**src/rtl/grf_write_arbiter_if.sv**
```systemverilog
// Bundle for the GRF write arbiter: WB port (A), mul/div result port (B),
// hazard queries and the retiring GRF write.
// B handshake: a request transfers on a Clk edge where md_valid && md_ready;
// md_ready never depends on md_valid, and B holds md_wa/md_wd/md_pc stable while md_valid waits.
interface grf_write_arbiter_if;
  logic        wb_we;
  logic [4:0]  wb_wa;
  logic [31:0] wb_wd;
  logic [31:0] wb_pc;
  logic        md_valid;
  logic        md_ready;
  logic [4:0]  md_wa;
  logic [31:0] md_wd;
  logic [31:0] md_pc;
  logic [4:0]  ra1;
  logic [4:0]  ra2;
  logic        hit1;
  logic        hit2;
  logic        starve_req;
  logic        grf_we;
  logic [4:0]  grf_wa;
  logic [31:0] grf_wd;
  logic [31:0] grf_pc;

  modport master (
    output wb_we, wb_wa, wb_wd, wb_pc,
    output md_valid, md_wa, md_wd, md_pc,
    output ra1, ra2,
    input  md_ready, hit1, hit2, starve_req,
    input  grf_we, grf_wa, grf_wd, grf_pc
  );

  modport slave (
    input  wb_we, wb_wa, wb_wd, wb_pc,
    input  md_valid, md_wa, md_wd, md_pc,
    input  ra1, ra2,
    output md_ready, hit1, hit2, starve_req,
    output grf_we, grf_wa, grf_wd, grf_pc
  );
endinterface

```
**src/rtl/grf_write_arbiter.sv**
```systemverilog
// Shares the GRF write port between WB (A, priority) and a FIFO-buffered mul/div path (B).
// Optional write trace enabled by defining GRF_WRITE_TRACE_EN.
module grf_write_arbiter #(
  parameter int DEPTH        = 4,
  parameter int STARVE_LIMIT = 8
) (
  input logic                 Clk,
  input logic                 reset,
  grf_write_arbiter_if.slave  bus
);
  localparam int PTR_W = $clog2(DEPTH);
  localparam int CNT_W = PTR_W + 1;
  localparam int SC_W  = $clog2(STARVE_LIMIT + 1);

  logic [4:0]       fifo_wa [DEPTH];
  logic [31:0]      fifo_wd [DEPTH];
  logic [31:0]      fifo_pc [DEPTH];
  logic [PTR_W-1:0] rd_ptr;
  logic [PTR_W-1:0] wr_ptr;
  logic [CNT_W-1:0] count;
  logic [SC_W-1:0]  starve_cnt;
  logic             starve_q;

  logic             out_we;
  logic [4:0]       out_wa;
  logic [31:0]      out_wd;
  logic [31:0]      out_pc;

  logic             full;
  logic             empty;
  logic             ready;
  logic             push;
  logic             pop;
  logic             grant_a;
  logic             load_we;
  logic [4:0]       load_wa;
  logic [31:0]      load_wd;
  logic [31:0]      load_pc;
  logic             match1;
  logic             match2;
  logic [PTR_W-1:0] off;

  assign full    = (count == CNT_W'(DEPTH));
  assign empty   = (count == '0);
  // Gated by reset so the reset cycle never accepts into a FIFO being cleared.
  assign ready   = !reset && !full;
  assign push    = bus.md_valid && ready;
  assign grant_a = bus.wb_we;
  assign pop     = !grant_a && !empty;

  // Writes to $0 are consumed by the grant but never reach the register file.
  always_comb begin
    load_we = 1'b0;
    load_wa = bus.wb_wa;
    load_wd = bus.wb_wd;
    load_pc = bus.wb_pc;
    if (grant_a) begin
      load_we = (bus.wb_wa != 5'd0);
    end else if (pop) begin
      load_wa = fifo_wa[rd_ptr];
      load_wd = fifo_wd[rd_ptr];
      load_pc = fifo_pc[rd_ptr];
      load_we = (fifo_wa[rd_ptr] != 5'd0);
    end
  end

  always_ff @(posedge Clk) begin
    if (push) begin
      fifo_wa[wr_ptr] <= bus.md_wa;
      fifo_wd[wr_ptr] <= bus.md_wd;
      fifo_pc[wr_ptr] <= bus.md_pc;
    end
  end

  always_ff @(posedge Clk) begin
    if (reset) begin
      rd_ptr <= '0;
      wr_ptr <= '0;
      count  <= '0;
    end else begin
      if (push) wr_ptr <= wr_ptr + PTR_W'(1);
      if (pop)  rd_ptr <= rd_ptr + PTR_W'(1);
      count <= count + CNT_W'(push) - CNT_W'(pop);
    end
  end

  always_ff @(posedge Clk) begin
    if (reset) begin
      out_we <= 1'b0;
      out_wa <= '0;
      out_wd <= '0;
      out_pc <= '0;
    end else begin
      out_we <= load_we;
      if (load_we) begin
        out_wa <= load_wa;
        out_wd <= load_wd;
        out_pc <= load_pc;
      end
    end
  end

  // Counts cycles A wins while B waits; the request drops only when B actually wins.
  always_ff @(posedge Clk) begin
    if (reset) begin
      starve_cnt <= '0;
      starve_q   <= 1'b0;
    end else begin
      if (empty || pop)
        starve_cnt <= '0;
      else if (grant_a && starve_cnt != SC_W'(STARVE_LIMIT))
        starve_cnt <= starve_cnt + SC_W'(1);
      if (pop)
        starve_q <= 1'b0;
      else if (starve_cnt == SC_W'(STARVE_LIMIT))
        starve_q <= 1'b1;
    end
  end

  // An entry is live when its distance from the head is below the occupancy.
  always_comb begin
    match1 = out_we && (out_wa == bus.ra1);
    match2 = out_we && (out_wa == bus.ra2);
    off    = '0;
    for (int i = 0; i < DEPTH; i++) begin
      off = PTR_W'(i) - rd_ptr;
      if ({1'b0, off} < count) begin
        if (fifo_wa[i] == bus.ra1) match1 = 1'b1;
        if (fifo_wa[i] == bus.ra2) match2 = 1'b1;
      end
    end
  end

  assign bus.hit1       = (bus.ra1 != 5'd0) && match1;
  assign bus.hit2       = (bus.ra2 != 5'd0) && match2;
  assign bus.md_ready   = ready;
  assign bus.starve_req = starve_q;
  assign bus.grf_we     = out_we;
  assign bus.grf_wa     = out_wa;
  assign bus.grf_wd     = out_wd;
  assign bus.grf_pc     = out_pc;

`ifdef GRF_WRITE_TRACE_EN
  always_ff @(posedge Clk) begin
    if (!reset && load_we)
      $display("%d@%h: $%d <= %h", $time, load_pc, load_wa, load_wd);
  end
`endif

endmodule

```
**src/flat_wrapper.sv**
```systemverilog
// flat-port wrapper written by rule: the top's interface ports become plain ports
module grf_write_arbiter_flat 
#(
  parameter int DEPTH        = 4,
  parameter int STARVE_LIMIT = 8
)
  (Clk, reset, bus_wb_we, bus_wb_wa, bus_wb_wd, bus_wb_pc, bus_md_valid, bus_md_wa, bus_md_wd, bus_md_pc, bus_ra1, bus_ra2, bus_md_ready, bus_hit1, bus_hit2, bus_starve_req, bus_grf_we, bus_grf_wa, bus_grf_wd, bus_grf_pc);
  grf_write_arbiter_if bus_i ();
  input logic Clk;
  input logic reset;
  input wire logic [$bits(bus_i.wb_we)-1:0] bus_wb_we;
  input wire logic [$bits(bus_i.wb_wa)-1:0] bus_wb_wa;
  input wire logic [$bits(bus_i.wb_wd)-1:0] bus_wb_wd;
  input wire logic [$bits(bus_i.wb_pc)-1:0] bus_wb_pc;
  input wire logic [$bits(bus_i.md_valid)-1:0] bus_md_valid;
  input wire logic [$bits(bus_i.md_wa)-1:0] bus_md_wa;
  input wire logic [$bits(bus_i.md_wd)-1:0] bus_md_wd;
  input wire logic [$bits(bus_i.md_pc)-1:0] bus_md_pc;
  input wire logic [$bits(bus_i.ra1)-1:0] bus_ra1;
  input wire logic [$bits(bus_i.ra2)-1:0] bus_ra2;
  output wire logic [$bits(bus_i.md_ready)-1:0] bus_md_ready;
  output wire logic [$bits(bus_i.hit1)-1:0] bus_hit1;
  output wire logic [$bits(bus_i.hit2)-1:0] bus_hit2;
  output wire logic [$bits(bus_i.starve_req)-1:0] bus_starve_req;
  output wire logic [$bits(bus_i.grf_we)-1:0] bus_grf_we;
  output wire logic [$bits(bus_i.grf_wa)-1:0] bus_grf_wa;
  output wire logic [$bits(bus_i.grf_wd)-1:0] bus_grf_wd;
  output wire logic [$bits(bus_i.grf_pc)-1:0] bus_grf_pc;
  assign bus_i.wb_we = bus_wb_we;
  assign bus_i.wb_wa = bus_wb_wa;
  assign bus_i.wb_wd = bus_wb_wd;
  assign bus_i.wb_pc = bus_wb_pc;
  assign bus_i.md_valid = bus_md_valid;
  assign bus_i.md_wa = bus_md_wa;
  assign bus_i.md_wd = bus_md_wd;
  assign bus_i.md_pc = bus_md_pc;
  assign bus_i.ra1 = bus_ra1;
  assign bus_i.ra2 = bus_ra2;
  assign bus_md_ready = bus_i.md_ready;
  assign bus_hit1 = bus_i.hit1;
  assign bus_hit2 = bus_i.hit2;
  assign bus_starve_req = bus_i.starve_req;
  assign bus_grf_we = bus_i.grf_we;
  assign bus_grf_wa = bus_i.grf_wa;
  assign bus_grf_wd = bus_i.grf_wd;
  assign bus_grf_pc = bus_i.grf_pc;
  grf_write_arbiter #(.DEPTH(DEPTH), .STARVE_LIMIT(STARVE_LIMIT)) u_core (.Clk(Clk), .reset(reset), .bus(bus_i));
endmodule
```
**config.mk**
```make
export PLATFORM = sky130hd
export DESIGN_NAME = grf_write_arbiter_flat
export DESIGN_NICKNAME = d
export VERILOG_FILES = /design/src/rtl/grf_write_arbiter_if.sv /design/src/rtl/grf_write_arbiter.sv /design/src/flat_wrapper.sv
export SDC_FILE = /design/constraint.sdc
export NUM_CORES = 1
export LEC_CHECK = 0
export ABC_CLOCK_PERIOD_IN_PS = 8000
export CORE_MARGIN = 3
export CORE_UTILIZATION = 60
export CTS_BUF_LIST = sky130_fd_sc_hd__clkbuf_2
export DETAILED_ROUTE_END_ITERATION = 16
export GPL_TIMING_DRIVEN = 0
export PLACE_DENSITY = 0.88
export SLEW_MARGIN = 0
export SYNTH_ARGS = -nofsm -noshare
export SYNTH_HDL_FRONTEND = slang
export SYNTH_SLANG_ARGS = --single-unit
```
**constraint.sdc**
```tcl
create_clock -name Clk -period 8 [get_ports Clk]
set_input_delay 1.6 -clock Clk [delete_from_list [all_inputs] [get_ports Clk]]
set_output_delay 1.6 -clock Clk [all_outputs]
set_load 0.005 [all_outputs]
```
* After elaboration in Yosys (flattened, before gate mapping)
Memories as Yosys holds them, arrays and structs flattened. A register that Yosys moved wholly into a read port is not among the register bits.
Cells that the tools add are included.
** Storage, ports and cells
- Bits in registers :: 82
- RAM bits :: 276
- Bits of input ports :: 152
- Output and inout bits :: 74
- Memories kept :: 3
** Memory list
- u_core.fifo_pc :: words 4, width 32, rd ports 1, clocked after memory_dff 1, wr ports 1, RTL line grf_write_arbiter.sv:17 : logic [31:0] fifo_pc [DEPTH];
- u_core.fifo_wd :: words 4, width 32, rd ports 1, clocked after memory_dff 1, wr ports 1, RTL line grf_write_arbiter.sv:16 : logic [31:0] fifo_wd [DEPTH];
- u_core.fifo_wa :: words 4, width 5, rd ports 5, clocked after memory_dff 1, wr ports 1, RTL line grf_write_arbiter.sv:15 : logic [4:0] fifo_wa [DEPTH];
** Cells by class
- $add $sub $neg :: 9
- Order comparisons :: 4
- Equality and inequality tests :: 13
- Muxes and demuxes :: 32
- Reduce and logical (&&, ||, !) cells :: 20
** Operators with widths (count)
- $mux W32 :: 4
- $eq A5 B5 Y1 :: 10
- $mux W1 :: 20
- $reduce_bool A5 Y1 :: 4
- $lt A2 B3 Y1 :: 4
- $mux W2 :: 6
- $mux W5 :: 2
- $logic_and A1 B1 Y1 :: 8
- $add A2 B1 Y2 const B :: 2
- $add A4 B1 Y4 const B :: 1
- $eq A4 B4 Y1 const B :: 1
- $logic_not A1 Y1 :: 4
- $ne A4 B4 Y1 const B :: 1
- $reduce_or A2 Y1 :: 2
- $sub A1 B2 Y2 const A :: 2
- $sub A2 B2 Y2 const A :: 2
- $add A3 B1 Y3 :: 1
- $eq A3 B3 Y1 const B :: 1
- $logic_not A3 Y1 :: 1
- $sub A3 B1 Y3 :: 1
- $logic_or A1 B1 Y1 :: 1

* Longest topological paths before layout
Gate-level depths: netlist of the first run.
- Depth after elaboration :: 11
- Gate-level depth with buffers :: 13
- Gate-level depth less buffers :: 11

* Worst setup path before layout of the first run
OpenSTA, ideal clock, no wires.
- Kind :: in2reg
- Start point :: input port reset
- End point :: memory u_core.fifo_pc[0][0], enable pin
- Library setup time :: 0.435 ns
- Data arrival time :: 3.790 ns
- Required time :: 7.565 ns
- Path slack :: 3.775 ns
- Stages :: 3
- Cells stage by stage :: clkbuf_1 a31oi_1 and3_1
** On the way
- Word-level cells in the longest chain between the ends :: 5
** Ends and longest elaborated chain
- start, declared :: RTL line flat_wrapper.sv:10 : input logic reset;
- $logic_not A1 Y1 :: RTL line grf_write_arbiter.sv:46 : assign ready = !reset && !full;
- $logic_and A1 B1 Y1 :: RTL line grf_write_arbiter.sv:46
- via bus_md_ready :: RTL line flat_wrapper.sv:21 : output wire logic [$bits(bus_i.md_ready)-1:0] bus_md_ready;
- $logic_and A1 B1 Y1 :: RTL line grf_write_arbiter.sv:47 : assign push = bus.md_valid && ready;
- $mux W1 :: RTL line grf_write_arbiter.sv:68 : if (push) begin
- $mux W1 (not written as such) :: RTL line grf_write_arbiter.sv:71 : fifo_pc[wr_ptr] <= bus.md_pc;
- end, declared :: RTL line grf_write_arbiter.sv:17
The timed path passes the listed nets, and every way through them passes these cells.

* Worst setup path in the final report of the first run
- Start point :: input port bus_ra2[3]
- End point :: output port bus_hit2
** On the way
- Word-level cells in the longest chain between the ends :: 11
** Ends and longest elaborated chain
- start, declared :: RTL line flat_wrapper.sv:20 : input wire logic [$bits(bus_i.ra2)-1:0] bus_ra2;
- $eq A5 B5 Y1 :: RTL line grf_write_arbiter.sv:123 : match2 = out_we && (out_wa == bus.ra2);
- $logic_and A1 B1 Y1 :: RTL line grf_write_arbiter.sv:123
- $mux W1 :: RTL line grf_write_arbiter.sv:129 : if (fifo_wa[i] == bus.ra2) match2 = 1'b1;
- $mux W1 :: RTL line grf_write_arbiter.sv:127 : if ({1'b0, off} < count) begin
- $mux W1 :: RTL line grf_write_arbiter.sv:129
- $mux W1 :: RTL line grf_write_arbiter.sv:127
- $mux W1 :: RTL line grf_write_arbiter.sv:129
- $mux W1 :: RTL line grf_write_arbiter.sv:127
- $mux W1 :: RTL line grf_write_arbiter.sv:129
- $mux W1 :: RTL line grf_write_arbiter.sv:127
- $logic_and A1 B1 Y1 * :: RTL line grf_write_arbiter.sv:135 : assign bus.hit2 = (bus.ra2 != 5'd0) && match2;
- end, declared :: RTL line flat_wrapper.sv:23 : output wire logic [$bits(bus_i.hit2)-1:0] bus_hit2;
Mark *: on every way between the ends. The rest lies on a longest branch, timed or not.

==> metrics.txt, run 1 <==
height of the die=162 um; area growth from synthesis to layout=24.3%; Post-synth EDFFs=276; Mapped Area=0.0145 mm2; worst min path class=flop to flop; Top FF cell, synth=edfxtp_1; initial drt markers=673; min cycle time layout=between 4 and 5 ns; Post-Layout Cell Count=1,554; max-slew violation count=0; number of CTS-inserted buffers=87; multi-input logic area=0.00427 mm2; Final period util=0.610; fmax=205 MHz; Avg WL per Cell=21.6 um; Syn Nets=1,014; vias in the first global route=9,344; Worst EP arrival=3.28 ns; worst path bufs/invs=2; I/O Buffers=214; total power=5.01 mW; cts repair resizes=0; stages on the worst setup path=7; filler cell count=1,415; post-place setup slack=3.12 ns; RSZ-0062 raised after global routing=false; share of the synthesized area in the top cell type=0.571; Yosys cell types=42; Worst slew margin=0.369; reg2reg path depth=13; final core occ=0.764; Crit path max-delay family=buffers and inverters; worst skew pair latency=0.89 ns; top cell type by total area after synthesis=edfxtp_1; Cells after Synth=about 850; Initial Utilization=0.615; crit-path max cell delay=0.51 ns; CTS Buffer Depth=3; asr flop ratio synth=0; Fin. Hold Viols=0; ranking of synthesized cells by area=edfxtp_1, dfxtp_1, mux4_2, mux2i_1, a211oi_1; fraction of layout cells with a size suffix above 1=0.221; Sink Count=360; status=finished clean; Final Cell Area=~0.018 mm2; Routed WL=~34 mm; final critical-path setup slack=about 3.1 ns; placed cell count=1,386; crit path cell chain=clkbuf_1 -> xor2_1 -> nor4_1 -> nand3_1 -> o31ai_1 -> o22a_1 -> clkdlybuf4s50_1; num rows=56; core area=approximately 0.024 mm2; Worst setup SP type=input port; placed cell area=0.0172 mm2; leakage=roughly 6.2 nW; die footprint=between 0.02 and 0.03 mm2; skew final=0.0697 ns; Total Routing Usage GR=0.260; final HPWL from detailed placement=22.5 mm; Slew @ Worst Pin=0.946 ns; Post-CTS Setup Inserts=0; Req. time, crit path=6.40 ns; number of vias per cell=5.68; initial antenna violation count=3; # hold bufs at CTS=0; IO Count=about 230; Yosys reg bits=360; clock transition at the registers of the reported paths=0.07 ns; critical-path maximum fanout=6; CTS tree=done; max cap viols=0; Setup crit end kind=output port; Final GP Congestion=0.856; Hold Path Cell Cnt=2; WHS=0.502 ns; synthesized area per cell=17.1 um2; global route total overflow=0; largest net degree at the start of global routing=52; VDD IR max=~170 uV; Setup CP Type=input port to output port; setup TNS=0 ns; Die W=162 um; post-route ant nets=0; CP max stage cell=clkdlybuf4s50_1; PwrDens=277 mW/mm2; clk root buf=clkbuf_2; number of nets in the layout=1,321; sequential element share of the synthesized area=0.686; via count=around 8,800; FF+latch area=0.00997 mm2; first-pass GRT wire length=51.4 mm; DRT Pass-1 Iters=6; Residual DRC=0; Clock H-tree levels=3; Finish-stage setup viols=0; YS warnings=0
[per-layer routing]
| metal | track usage | share of wire |
|---|---|---|
| met5 | 0 | 0 |
| met4 | 0.115 | 0.031 |
| met3 | 0.0587 | 0.064 |
| met2 | 0.424 | 0.51 |
| met1 | 0.338 | 0.40 |
[area by class of cell]
cell class,count,share of cell area
clock buffers,137,0.0380
plain buffers,59,0.0143
diodes,4,0.000555
inverters,12,0.00250
repair buffers,218,0.124
flip-flops and latches,360,0.552
clock inverters,27,0.00970
well taps,319,0.0221
multi-input cells,418,0.237
[flip-flops by register name, indices dropped and copies added (netlist names), named ones only]
signal / flops
u_core.wr_ptr: 2
u_core.starve_cnt: 4
u_core.fifo_wd: 128
u_core.count: 3
u_core.bus.grf_we: 1
u_core.fifo_pc: 128
u_core.bus.grf_wa: 5
u_core.bus.grf_pc: 32
u_core.bus.grf_wd: 32
u_core.rd_ptr: 2
u_core.bus.starve_req: 1
u_core.fifo_wa: 20
[power by group]
part           internal [mW]  total (mW)  switching, mW
registers               2.21        2.31          0.102
logic                  0.748        1.45          0.706
clock network          0.522        1.25          0.723
[cells by family (layout without fill, tap and decap cells)]
kind of cell	after synthesis	count (layout)	synth area share
AO/OA/AOI/OAI	89	89	0.0543
XOR/XNOR	59	59	0.0356
adder cells (fa/ha/maj)	13	13	0.0117
buffers and inverters	71	453	0.0208
flip-flops	360	360	0.686
multiplexers	137	137	0.154
other	0	4	0
AND/OR/NAND/NOR	120	120	0.0372
[layout by cell type (no fill, tap or decap), drive strengths merged, types with 3 or more instances in the layout]
cell type	instances
a211oi	69
a21oi	4
and3	4
buf	33
clkbuf	167
clkdlybuf4s50	214
clkinv	24
dfxtp	84
diode	4
edfxtp	276
ha	12
inv	12
mux2i	68
mux4	69
nand2	6
nand3	4
nand4	6
nor2	79
nor3	7
nor4	3
o2111ai	3
o211ai	3
or4	3
xnor2	28
xor2	31
[synthesized netlist by cell type (3+ instances only)]
master	count
a211oi_1	46
a211oi_2	23
a21oi_1	4
and3_1	4
buf_1	6
buf_2	20
buf_4	3
clkbuf_1	30
dfxtp_1	84
edfxtp_1	276
ha_1	12
inv_1	11
mux2i_1	68
mux4_2	69
nand2_1	6
nand3_1	4
nand4_1	6
nor2_1	79
nor3_1	7
o2111ai_1	3
or4_1	3
xnor2_1	28
xor2_1	31
[final timing paths]
path                                        endpoint  slack (ns)                          startpoint
setup reg to reg          u_core.count[2]$_SDFF_PP0_        5.01          u_core.count[2]$_SDFF_PP0_
setup / recovery                            bus_hit2        3.12                          bus_ra2[3]
hold / removal    u_core.bus.grf_pc[23]$_SDFFE_PP0P_        0.50  u_core.bus.grf_pc[23]$_SDFFE_PP0P_
hold reg to reg   u_core.bus.grf_pc[23]$_SDFFE_PP0P_        0.50  u_core.bus.grf_pc[23]$_SDFFE_PP0P_
[worst min-delay path, stage by stage (launching register included)]
cell and delay, ns:
dfxtp_1 0.31, nor2_1 0.09, a211oi_1 0.05
Power figures use the tool's default switching activity.
==> run 2, diff against run 1 <==
Settings changed: ABC_CLOCK_PERIOD_IN_PS 8000 to 4500, CORE_UTILIZATION 60 to 56, PLACE_DENSITY 0.88 to 0.83.
Clock period 8 ns to 4.5 ns, I/O delays scaled along.
==> metrics.txt, run 2 (synthesis gave the netlist of run 1 again) <==
Req. time, crit path=3.60 ns (-2.80 ns); Worst slew margin=0.376 (+0.00657); DRT Pass-1 Iters=6 (unchanged); Clock H-tree levels=3 (unchanged); initial antenna violation count=9 (+6); Avg WL per Cell=21.3 um (-1.4%); worst min path class=flop to flop; Final period util=0.900; Fin. Hold Viols=0 (unchanged); final HPWL from detailed placement=22.5 mm (-0.18%); largest net degree at the start of global routing=58 (+12%); I/O Buffers=214 (unchanged); IO Count=226 (unchanged); crit-path max cell delay=0.50 ns (about the same); leakage=6.18 nW (about the same); Setup CP Type=flop to output port; CP max stage cell=clkdlybuf4s50_1; highest metal layer with signal wires=met5; total power=8.86 mW (+77%); num rows=58 (+3.6%); metal1 wirelength=13.2 mm (-1.3%); Slew @ Worst Pin=0.936 ns (-0.00986 ns); met2 WL=16.8 mm (-1.2%); Routed WL=33.4 mm (-0.67%); CTS tree=done; clk root buf=clkbuf_2; number of vias per cell=5.68 (about the same); worst skew pair latency=0.87 ns (-0.02 ns); critical-path maximum fanout=6 (unchanged); worst reg2reg path endpoint=u_core.count[2]$_SDFF_PP0_; Setup crit start=u_core.rd_ptr[0]$_SDFFE_PP0P_; worst setup path endpoint=bus_hit2; post-route ant nets=0 (unchanged); Post-Layout Cell Count=1,565 (+0.71%); fmax=247 MHz; stages on the worst setup path=8 (+1); die footprint=0.0279 mm2 (+6.9%); max cap viols=0 (unchanged); Final GP Congestion=0.887 (+3.6%); cts repair resizes=0 (unchanged); reg2reg setup slack=1.52 ns (-3.49 ns); number of nets in the layout=1,321 (unchanged); via count=8,890 (+0.69%); global route total overflow=0 (unchanged); core area=0.0253 mm2 (+7.3%); placed cell count=1,397 (+0.79%); Worst setup SP type=flop; most common cell after layout, fill and taps aside=edfxtp_1; VDD IR max=260 uV (+58%); Routed met3 length=2.24 mm (+3.4%); Total Routing Usage GR=0.239 (-0.0203); Regs by FF count=u_core.fifo_pc (128), u_core.fifo_wd (128); final critical-path setup slack=0.452 ns (-2.67 ns); height of the die=167 um (+3.4%); RSZ-0062 raised after global routing=false; area growth from synthesis to layout=24.3% (about the same); PwrDens=490 mW/mm2 (+77%); Setup crit end kind=output port; clock transition at the registers of the reported paths=0.10 ns (+0.03 ns); Initial Utilization=0.573 (-0.0416); min cycle time layout=4.05 ns; CTS Buffer Depth=3 (unchanged); number of CTS-inserted buffers=87 (unchanged); Worst EP arrival=3.15 ns (-0.13 ns); status=finished clean; Finish-stage setup viols=0 (unchanged); crit path cell chain=xnor2_1 -> inv_1 -> ha_1 -> a21oi_1 -> o2111ai_1 -> o31ai_1 -> o22a_1 -> clkdlybuf4s50_1; max-slew violation count=0 (unchanged); initial drt markers=665 (-1.2%); first-pass GRT wire length=51.6 mm (+0.40%); Die W=167 um (+3.4%); vias in the first global route=9,449 (+1.1%); Crit path max-delay family=compound AO/OA/AOI/OAI gates; Post-CTS Setup Inserts=0 (unchanged); Residual DRC=0 (unchanged); skew final=0.0416 ns (-0.0281 ns); Worst R2R Start=u_core.count[2]$_SDFF_PP0_; fraction of layout cells with a size suffix above 1=0.224 (+0.00343); Sink Count=360 (unchanged); worst path bufs/invs=2 (unchanged); setup TNS=0 ns (unchanged); reg2reg path depth=13 (unchanged); most frequent cells in the layout=edfxtp_1, clkdlybuf4s50_1, clkbuf_2, dfxtp_1, nor2_1; post-place setup slack=0.577 ns (-2.54 ns); # hold bufs at CTS=0 (unchanged)
## run 2: how the worst min path moves through the flow
stage	start	slack (ns)	end	cells after the start
3_5_place_dp	u_core.bus.starve_req$_SDFFE_PP0P_	0.48	u_core.bus.starve_req$_SDFFE_PP0P_	2
2_1_floorplan	u_core.bus.starve_req$_SDFFE_PP0P_	0.45	u_core.bus.starve_req$_SDFFE_PP0P_	2
6_report	u_core.bus.starve_req$_SDFFE_PP0P_	0.49	u_core.bus.starve_req$_SDFFE_PP0P_	2
4_1_cts	u_core.bus.starve_req$_SDFFE_PP0P_	0.50	u_core.bus.starve_req$_SDFFE_PP0P_	2
5_1_grt	u_core.bus.grf_pc[16]$_SDFFE_PP0P_	0.53	u_core.bus.grf_pc[16]$_SDFFE_PP0P_	2
3_3_place_gp	u_core.bus.starve_req$_SDFFE_PP0P_	0.48	u_core.bus.starve_req$_SDFFE_PP0P_	2
## run 2: worst reg2reg max path, stage by stage, from the launching register on
cell,delay (ns)
dfxtp_1,0.32
buf_2,0.20
nor3_1,0.11
or2_1,0.27
inv_2,0.24
buf_2,0.39
ha_1,0.30
inv_1,0.06
ha_1,0.14
inv_1,0.06
fa_1,0.41
xnor2_1,0.18
xnor2_1,0.13
nor2_1,0.05
## run 2: through the flow
stage,hold slack [ns],cell area [um2],utilization
final,0.494,18100,0.713
after floorplan,0.450,14500,-
after global placement,0.482,17100,0.674
after global routing,0.529,18100,0.713
after CTS,0.496,18000,0.713
after detailed placement,0.480,17200,0.679
## run 2: area by class of cell
| type | instances | area [um2] |
|---|---|---|
| diodes | 5 | 12.5 |
| plain buffers | 59 | 258 |
| clock buffers | 137 | 686 |
| clock inverters | 26 | 153 |
| fillers | 1665 | 7270 |
| inverters | 12 | 45.0 |
| multi-input cells | 418 | 4270 |
| flip-flops and latches | 360 | 9970 |
| well taps | 330 | 413 |
| repair buffers | 218 | 2250 |
## run 2: metal layers
layer  global-route usage  vias to the layer above
li1                     -                     4001
met1                0.305                     4451
met2                0.397                      358
met3               0.0636                       72
met4               0.0929                        8
met5                    0                        -
## run 2: power by group
group	switching, mW	internal, mW	total, mW	leakage [nW]
logic	1.27	1.34	2.60	2.34
clock network	1.28	0.875	2.15	0.642
registers	0.179	3.92	4.10	3.20
total	2.72	6.13	8.85	6.18
